[src/rtl/pwm_pkg.sv]
// Shared constants and FSM state type for the PWM capture block.
package pwm_pkg;
   localparam int DEF_CNT_W    = 16;
   localparam int PRESCALE_W   = 8;
   localparam int MAX_PRESCALE = 15;
   localparam int FILTER_LEN   = 3;

   typedef enum logic [1:0] {IDLE, ARM, HIGH, LOW} cap_state_e;
endpackage

[src/rtl/pwm_edge_sync.sv]
// Synchronizer, optional glitch filter (PWM_CAPTURE_FILTER_EN) and edge detect for pwm_in.
module pwm_edge_sync
   import pwm_pkg::*;
#(
   parameter int SYNC_STAGES = 2
) (
   input  logic clk,
   input  logic rst_n,
   input  logic pwm_in,
   output logic rise_det,
   output logic fall_det
);
   logic [SYNC_STAGES-1:0] sync_q;
   logic                   lvl, lvl_q;

   always_ff @(posedge clk or negedge rst_n) begin
      if (!rst_n) sync_q <= '0;
      else        sync_q <= {sync_q[SYNC_STAGES-2:0], pwm_in};
   end

`ifdef PWM_CAPTURE_FILTER_EN
   logic [FILTER_LEN-2:0] hist_q;
   logic                  filt_q;

   // Level follows the input only once it has been stable for FILTER_LEN samples.
   always_comb begin
      lvl = filt_q;
      if (&{hist_q, sync_q[SYNC_STAGES-1]})       lvl = 1'b1;
      else if (~|{hist_q, sync_q[SYNC_STAGES-1]}) lvl = 1'b0;
   end

   always_ff @(posedge clk or negedge rst_n) begin
      if (!rst_n) begin
         hist_q <= '0;
         filt_q <= 1'b0;
      end else begin
         hist_q <= {hist_q[FILTER_LEN-3:0], sync_q[SYNC_STAGES-1]};
         filt_q <= lvl;
      end
   end

   assign lvl_q = filt_q;
`else
   assign lvl = sync_q[SYNC_STAGES-1];

   always_ff @(posedge clk or negedge rst_n) begin
      if (!rst_n) lvl_q <= 1'b0;
      else        lvl_q <= lvl;
   end
`endif

   assign rise_det = lvl & ~lvl_q;
   assign fall_det = ~lvl & lvl_q;
endmodule

[src/rtl/pwm_capture.sv]
// PWM input capture: measures period and high time in prescaled ticks.
// Optional glitch filter on the input via PWM_CAPTURE_FILTER_EN.
module pwm_capture
   import pwm_pkg::*;
#(
   parameter int CNT_W       = DEF_CNT_W,
   parameter int SYNC_STAGES = 2
) (
   input  logic                  clk,
   input  logic                  rst_n,
   input  logic                  pwm_in,
   input  logic                  en,
   input  logic                  capture_reset,
   input  logic [PRESCALE_W-1:0] prescale,
   output logic [CNT_W-1:0]      period_val,
   output logic [CNT_W-1:0]      high_time,
   output logic                  cap_valid,
   output logic                  overflow,
   output logic                  busy
);
   cap_state_e              state, state_n;
   logic                    rise_det, fall_det;
   logic [3:0]              p_eff;
   logic [MAX_PRESCALE-1:0] pre_cnt, pre_mask;
   logic [CNT_W-1:0]        meas_cnt, hi_lat, elapsed;
   logic                    tick, active, sat, capture;

   pwm_edge_sync #(.SYNC_STAGES(SYNC_STAGES)) u_edge (
      .clk      (clk),
      .rst_n    (rst_n),
      .pwm_in   (pwm_in),
      .rise_det (rise_det),
      .fall_det (fall_det)
   );

   assign p_eff    = (prescale > PRESCALE_W'(MAX_PRESCALE)) ? 4'(MAX_PRESCALE) : prescale[3:0];
   // For p=15 the shift wraps to 0 and the subtract yields the all-ones mask.
   assign pre_mask = (MAX_PRESCALE'(1) << p_eff) - MAX_PRESCALE'(1);
   assign tick     = (pre_cnt == pre_mask);
   assign elapsed  = meas_cnt + CNT_W'(tick);
   assign active   = (state == HIGH) || (state == LOW);
   assign sat      = active && tick && (meas_cnt == {CNT_W{1'b1}});
   assign busy     = active;

   always_comb begin
      state_n = state;
      capture = 1'b0;
      if (capture_reset) state_n = en ? ARM : IDLE;
      else if (!en)      state_n = IDLE;
      else begin
         case (state)
            IDLE: state_n = ARM;
            ARM:  if (rise_det) state_n = HIGH;
            HIGH: if (sat) state_n = ARM;
                  else if (fall_det) state_n = LOW;
            LOW:  if (sat) state_n = ARM;
                  else if (rise_det) begin
                     state_n = HIGH;
                     capture = 1'b1;
                  end
            default: state_n = IDLE;
         endcase
      end
   end

   always_ff @(posedge clk or negedge rst_n) begin
      if (!rst_n) state <= IDLE;
      else        state <= state_n;
   end

   always_ff @(posedge clk or negedge rst_n) begin
      if (!rst_n) begin
         period_val <= '0;
         high_time  <= '0;
         cap_valid  <= 1'b0;
         overflow   <= 1'b0;
         meas_cnt   <= '0;
         pre_cnt    <= '0;
         hi_lat     <= '0;
      end else if (capture_reset) begin
         period_val <= '0;
         high_time  <= '0;
         cap_valid  <= 1'b0;
         overflow   <= 1'b0;
         meas_cnt   <= '0;
         pre_cnt    <= '0;
         hi_lat     <= '0;
      end else begin
         cap_valid <= capture;
         if (capture) begin
            period_val <= elapsed;
            high_time  <= hi_lat;
         end
         if (en && sat) overflow <= 1'b1;
         if (!en || state == IDLE || sat) begin
            meas_cnt <= '0;
            pre_cnt  <= '0;
            hi_lat   <= '0;
         end else if (rise_det) begin
            // Restart the tick phase on every rise so results floor cleanly.
            meas_cnt <= '0;
            pre_cnt  <= '0;
         end else if (active) begin
            pre_cnt  <= tick ? '0 : pre_cnt + MAX_PRESCALE'(1);
            meas_cnt <= elapsed;
            if (state == HIGH && fall_det) hi_lat <= elapsed;
         end
      end
   end
endmodule

[config.mk]
export PLATFORM = sky130hd
export DESIGN_NAME = pwm_capture
export DESIGN_NICKNAME = d
export VERILOG_FILES = /design/src/rtl/pwm_pkg.sv /design/src/rtl/pwm_edge_sync.sv /design/src/rtl/pwm_capture.sv
export SDC_FILE = /design/constraint.sdc
export NUM_CORES = 1
export LEC_CHECK = 0
export CAP_MARGIN = 0
export CELL_PAD_IN_SITES_DETAIL_PLACEMENT = 1
export CELL_PAD_IN_SITES_GLOBAL_PLACEMENT = 2
export CORE_ASPECT_RATIO = 1.4
export CORE_MARGIN = 1.5
export CORE_UTILIZATION = 28
export CTS_CLUSTER_DIAMETER = 60
export DETAILED_ROUTE_END_ITERATION = 6
export GPL_ROUTABILITY_DRIVEN = 0
export GPL_TIMING_DRIVEN = 0
export PLACE_DENSITY_LB_ADDON = 0.1
export SETUP_SLACK_MARGIN = 0.2
export SLEW_MARGIN = 10
export SYNTH_ARGS = -nofsm -noshare
export SYNTH_HDL_FRONTEND = slang
export SYNTH_HIERARCHICAL = 1
export SYNTH_SLANG_ARGS = --single-unit
[constraint.sdc]
create_clock -name clk -period 3.4 [get_ports clk]
set_input_delay 1.02 -clock clk [delete_from_list [all_inputs] [get_ports clk]]
set_output_delay 1.02 -clock clk [all_outputs]
set_load 0.05 [all_outputs]
=== Word level (Yosys, flattened, before mapping) ===
Cells that the tools add are included.
Widths: inputs -> output; s select.

* Add/sub/neg operators: 3
* Order comparisons: 1
* Eq/ne operators: 7
* Shift operators: 1
* Muxes and demuxes: 35
* Bitwise operators: 4
* Reduce and logical (&&, ||, !) cells: 15

{| class="wikitable"
|+ Operators by type and width
! operator !! number
|-
| $mux 16 || 13
|-
| $mux 15 || 5
|-
| $add 16x1->16 || 1
|-
| $eq 16x16->1 const B || 1
|-
| $add 15x1->15 const B || 1
|-
| $eq 15x15->1 || 1
|-
| $shl 1x4->15 const A || 1
|-
| $sub 15x2->15 const B || 1
|-
| $mux 2 || 6
|-
| $mux 1 || 9
|-
| $gt 8x4->1 const B || 1
|-
| $pmux 2 s4 || 1
|-
| $reduce_bool 3->1 || 2
|-
| $ne 5x5->1 const B || 1
|-
| $eq 2x2->1 const B || 2
|-
| $logic_and 1x1->1 || 4
|-
| $mux 4 || 1
|-
| $reduce_bool 2->1 || 2
|-
| $reduce_bool 4->1 || 1
|-
| $logic_or 1x1->1 || 3
|-
| $ne 3x2->1 const B || 1
|-
| $reduce_and 3->1 || 1
|-
| $and 1x1->1 || 2
|-
| $eq 2x1->1 const B || 1
|-
| 3 further kinds || 4
|}

* Bits in registers: 86
* Input port bits: 13
* Output and inout port bits: 35
* Logic and storage cells: 76

=== Depth between registers and ports, before layout ===
* Word-level depth: 13
* Gate-level depth with buffers: 23
* Depth with buffers taken out: 19

=== By module ===
The synthesis kept the hierarchy.

{| class="wikitable"
|+ Modules (own cells, without submodules)
! module !! times used !! cells each !! area each (µm²) !! seq. area each (µm²)
|-
| pwm_capture || 1 || 580 || 4913.5 || 2077.0
|-
| pwm_edge_sync || 1 || 5 || 90.1 || 75.1
|}

=== Worst setup path after synthesis ===
Ideal clock, no wire load.

* Path kind: input -> register
* Start point: input port prescale[4]
* End point: register period_val[15]
* Library setup time: 0.078 ns
* Arrival: 5.322 ns
* Required time: 3.322 ns
* Setup slack: -2.000 ns
* Stages: 21
* Buffers on the path: 3
* Path through: or4_1 buf_2 buf_6 nor2_1 nand3_1 ha_1 clkbuf_1 nand2_1 a21bo_2 a311o_1 a311o_1 nand4bb_1 or2_2 inv_1 ha_1 nand4_1 or2_2 nor2_1 xnor2_1 or3_1 a21oi_1

* Longest elaborated chain between the ends: 12
* Elaborated cells on any way between the ends: 15
* Classes of those cells: 2 x add/sub; 1 x order compare; 1 x eq/ne; 1 x shift; 7 x mux; 3 x reduce/logical

{| class="wikitable"
|+ Ends and longest elaborated chain
! element !! line !! text
|-
| start, declared || pwm_capture.sv:14 || <nowiki>input logic [PRESCALE_W-1:0] prescale,</nowiki>
|-
| $gt 8x4->1 * || pwm_capture.sv:36 || <nowiki>assign p_eff = (prescale > PRESCALE_W'(MAX_PRESCALE)) ? 4'(MAX_PRESCALE) : prescale[3:0];</nowiki>
|-
| $mux 4 * || pwm_capture.sv:36 ||
|-
| $shl 1x4->15 * || pwm_capture.sv:38 || <nowiki>assign pre_mask = (MAX_PRESCALE'(1) << p_eff) - MAX_PRESCALE'(1);</nowiki>
|-
| $sub 15x2->15 * || pwm_capture.sv:38 ||
|-
| $eq 15x15->1 * || pwm_capture.sv:39 || <nowiki>assign tick = (pre_cnt == pre_mask);</nowiki>
|-
| branches (longest 7 deep; another with $add 16x1->16) || -- ||
|-
| end signal, assigned || pwm_capture.sv:91 || <nowiki>period_val <= elapsed;</nowiki>
|-
| end, declared || pwm_capture.sv:15 || <nowiki>output logic [CNT_W-1:0] period_val,</nowiki>
|}

Every way passes the cells marked *. The select of a mux whose other input is x is not followed.
A chain may end at the register's enable or synchronous reset.

=== Final worst setup path ===
* Start point: input port prescale[5]
* End point: register period_val[9]

Same word-level chain as after synthesis.

==> metrics.txt <==
run status=finished, violations left; failing checks=negative setup slack; 1st-iter DRT viols=207; most common library cell in the layout ignoring fill and taps=nand2_1; total area of multi-input combinational cells=3180 sq um; most used flip-flop cell after synthesis=dfrtp_1; delay of the slowest cell on the worst path=0.55 ns; static leakage=2.78 nW; PortBufs=45; terminating pin of the worst hold path=u_edge/sync_q[1]; relative area change from synthesis to final layout=47.6%; I/O pins=48; part of the Yosys area used for sequential elements=43.0%; largest buffer count on any clock path=2; die height=161 microns; max-capacitance violation count=0; launch point of the worst hold path=u_edge/sync_q[0]; final worst setup slack=-1.69 ns; skew final=0.00983 ns; fraction of power spent switching nets=24.1%; worst endpoint required time=3.67 ns; count of different cell masters after synthesis=63; Clk Latency, worst-skew pair=0.34 ns; Syn Nets=602; final worst path period need=5.09 ns; via count=4795; tightest slew margin relative to the limit=47.9%; pwr dens=308 nW/um^2; proportion of layout cells with a drive suffix above 1=26.9%; setup repair after global routing missed its margin=true; Remaining DRCs=0; pin slew with the least headroom to its limit=0.782 ns; initial core utilization=28.8%; worst path arrival time=5.36 ns; diodes inserted=0; number of antenna violations at the first check in global routing=0; number of failing setup endpoints in the final timing report=83; CP Capture Type=register; footprint of the flip-flops and latches=2150 sq um; count of standard-cell rows=57; asr flop ratio synth=100%; Post-Synthesis Cells=585; synthesis-stage register bit count=86; Worst VDD drop=176 uV; wire per inst=19.0 microns; number of enable-type register cells in the synthesized netlist=0; number of global-route vias before repair=5071; Worst Hold Path Cells=0; Num CTS Buffers=9; critical-path maximum fanout=7; Via density=5.14; Warnings, synthesis=6; die span in x=116 microns; number of cell instances on the worst register-to-register path=17; count of placed standard cells in the final layout, fillers left out=932; relative contribution of combinational cells to total power=7.5%; part of the cycle the worst path needs=150%; clock sinks=86; Cell Count Post-Placement=867; total of fill cells in the finished design=2000; largest net degree at the start of global routing=52; post-route antenna net violation count=0; nature of the critical path startpoint=primary input; overall global routing resource usage=19.4%; register-to-register setup slack=-0.21 ns; grt ovf=0; maximum clock frequency=0.197 GHz; wire length of the first global-routing pass=27800 microns; Tightest Hold Check Type=reg -> reg; Hold Violations, Final=0; combined area of all synthesized cells=5000 sq um; number of H-tree levels=3; Post-CTS Hold Fix Bufs=0; sum of routed wire length over all layers=17700 microns; number of max-slew violations in the final report=0; critical path launch point=prescale[5]; Syn Area/Cell=8.55 sq um; Internal=1.72 mW; end of the worst register-to-register path=period_val[9]; die outline area=18700 sq um; worst slack on hold paths=0.350 ns; clock-pin slew on the worst setup and hold paths=0.07 ns; kind of critical path=in -> reg; accumulated negative setup slack=-100.85 ns; startpoint of the lowest-slack register-to-register path=pre_cnt[11]; Psw=547 uW; Flop pwr share=45.3%; detailed-routing iteration count for the pre-antenna-repair pass=4; library cell contributing the largest single delay on the critical path=or4_4; clock network fraction of design power=47.2%; final layout net count=709; Detailed Place HPWL=12400 microns; TritonCTS clock tree=done; core area=17400 sq um; most frequent cells in the layout=nand2_1, dfrtp_1, clkdlybuf4s50_1; Root Buffer Master=clkbuf_16
==> critical path: cells and delay by family <==
family                     cells  cell delay, ns
buffers and inverters          8            0.99
AOI/OAI and AO/OA              3            0.65
adders and majority gates      2            0.32
xor gates and xnor gates       1            0.18
and+or+nand+nor               11            2.20
==> Yosys cell counts (all sizes together), types with 4 or more instances <==
| library cell | n | area, sq um |
|---|---|---|
| o21ai | 36 | 180 |
| mux2i | 20 | 200 |
| nand3 | 11 | 55.1 |
| a22oi | 14 | 105 |
| xnor2 | 9 | 78.8 |
| dfrtp | 86 | 2150 |
| nor3 | 38 | 195 |
| ha | 4 | 50.1 |
| nor4 | 5 | 31.3 |
| nor3b | 4 | 30.0 |
| clkbuf | 40 | 150 |
| a21oi | 33 | 165 |
| or3 | 25 | 156 |
| xor2 | 8 | 70.1 |
| buf | 15 | 98.8 |
| or2 | 7 | 43.8 |
| nand4 | 7 | 43.8 |
| inv | 10 | 37.5 |
| nor2b | 5 | 31.3 |
| o211a | 5 | 50.1 |
| nand2 | 92 | 345 |
| o31ai | 14 | 105 |
| nor2 | 42 | 158 |
==> flip-flops by register name, indices dropped and copies added, names as in the netlist <==
register and count:
hi_lat 16, high_time 16, meas_cnt 16, period_val 16, pre_cnt 15, state 2, u_edge/sync_q 2, cap_valid 1
overflow 1, u_edge/lvl_q 1
==> through the flow <==
step	setup slack, ns	util (%)	power (mW)	cell area, sq um
2_1_floorplan	-1.66	-	1.12	5130
6_report	-1.69	42.4	2.27	7380
5_1_grt	-1.86	42.4	2.36	7380
3_3_place_gp	-2.77	33.8	1.19	5880
4_1_cts	-1.67	39.3	2.30	6840
3_5_place_dp	-2.90	33.9	1.20	5900
==> cell families (layout without fill, tap and decap cells) <==
group	after synthesis	after routing	synth area share, %
simple gates	256	256	25.0
compound gates	135	135	17.9
flops	86	86	43.0
buf+inv	65	176	5.73
mux	22	22	4.45
xor+xnor	17	17	2.98
fa+ha+maj	4	4	1.00
==> layer usage <==
layer,part of all wire [%],GRT usage (%),up-vias
met1,39,22.1,2421
met4,2.6,6.49,0
met3,1.7,2.25,25
li1,-,-,2293
met2,56,36.5,56
met5,0,0,-
==> area by class of cell <==
type | instances | area share, %
repair buffers | 96 | 13.4
multi-input cells | 434 | 43.1
clock buffers | 9 | 3.05
plain buffers | 55 | 5.51
clock inverters | 6 | 1.25
flip-flops and latches | 86 | 29.1
well taps | 236 | 4.00
inverters | 10 | 0.593
==> power by group through the flow <==
stage / combinational, mW / sequential (mW) / clock [mW]
floorplan: 0.0767 / 1.05 / 0
global placement: 0.144 / 1.05 / 0
detailed placement: 0.151 / 1.05 / 0
CTS: 0.165 / 1.03 / 1.11
global route: 0.188 / 1.03 / 1.14
finish: 0.171 / 1.03 / 1.07
==> timing repair <==
item,CTS,global route
cloned,2,3
endpoints found under the hold margin,0,0
gates resized for setup,93,61
pin swaps,25,34
setup endpoints to repair,83,83
setup buffers,25,20
==> worst max-delay path by stage <==
stage | end | slack [ns] | cells after the start
floorplan | period_val[14] | -1.66 | 21
global placement | period_val[14] | -2.77 | 22
detailed placement | period_val[14] | -2.90 | 22
CTS | period_val[13] | -1.67 | 24
global route | period_val[9] | -1.86 | 25
finish | period_val[9] | -1.69 | 25
Note: power is estimated with default switching activity, not from simulation.
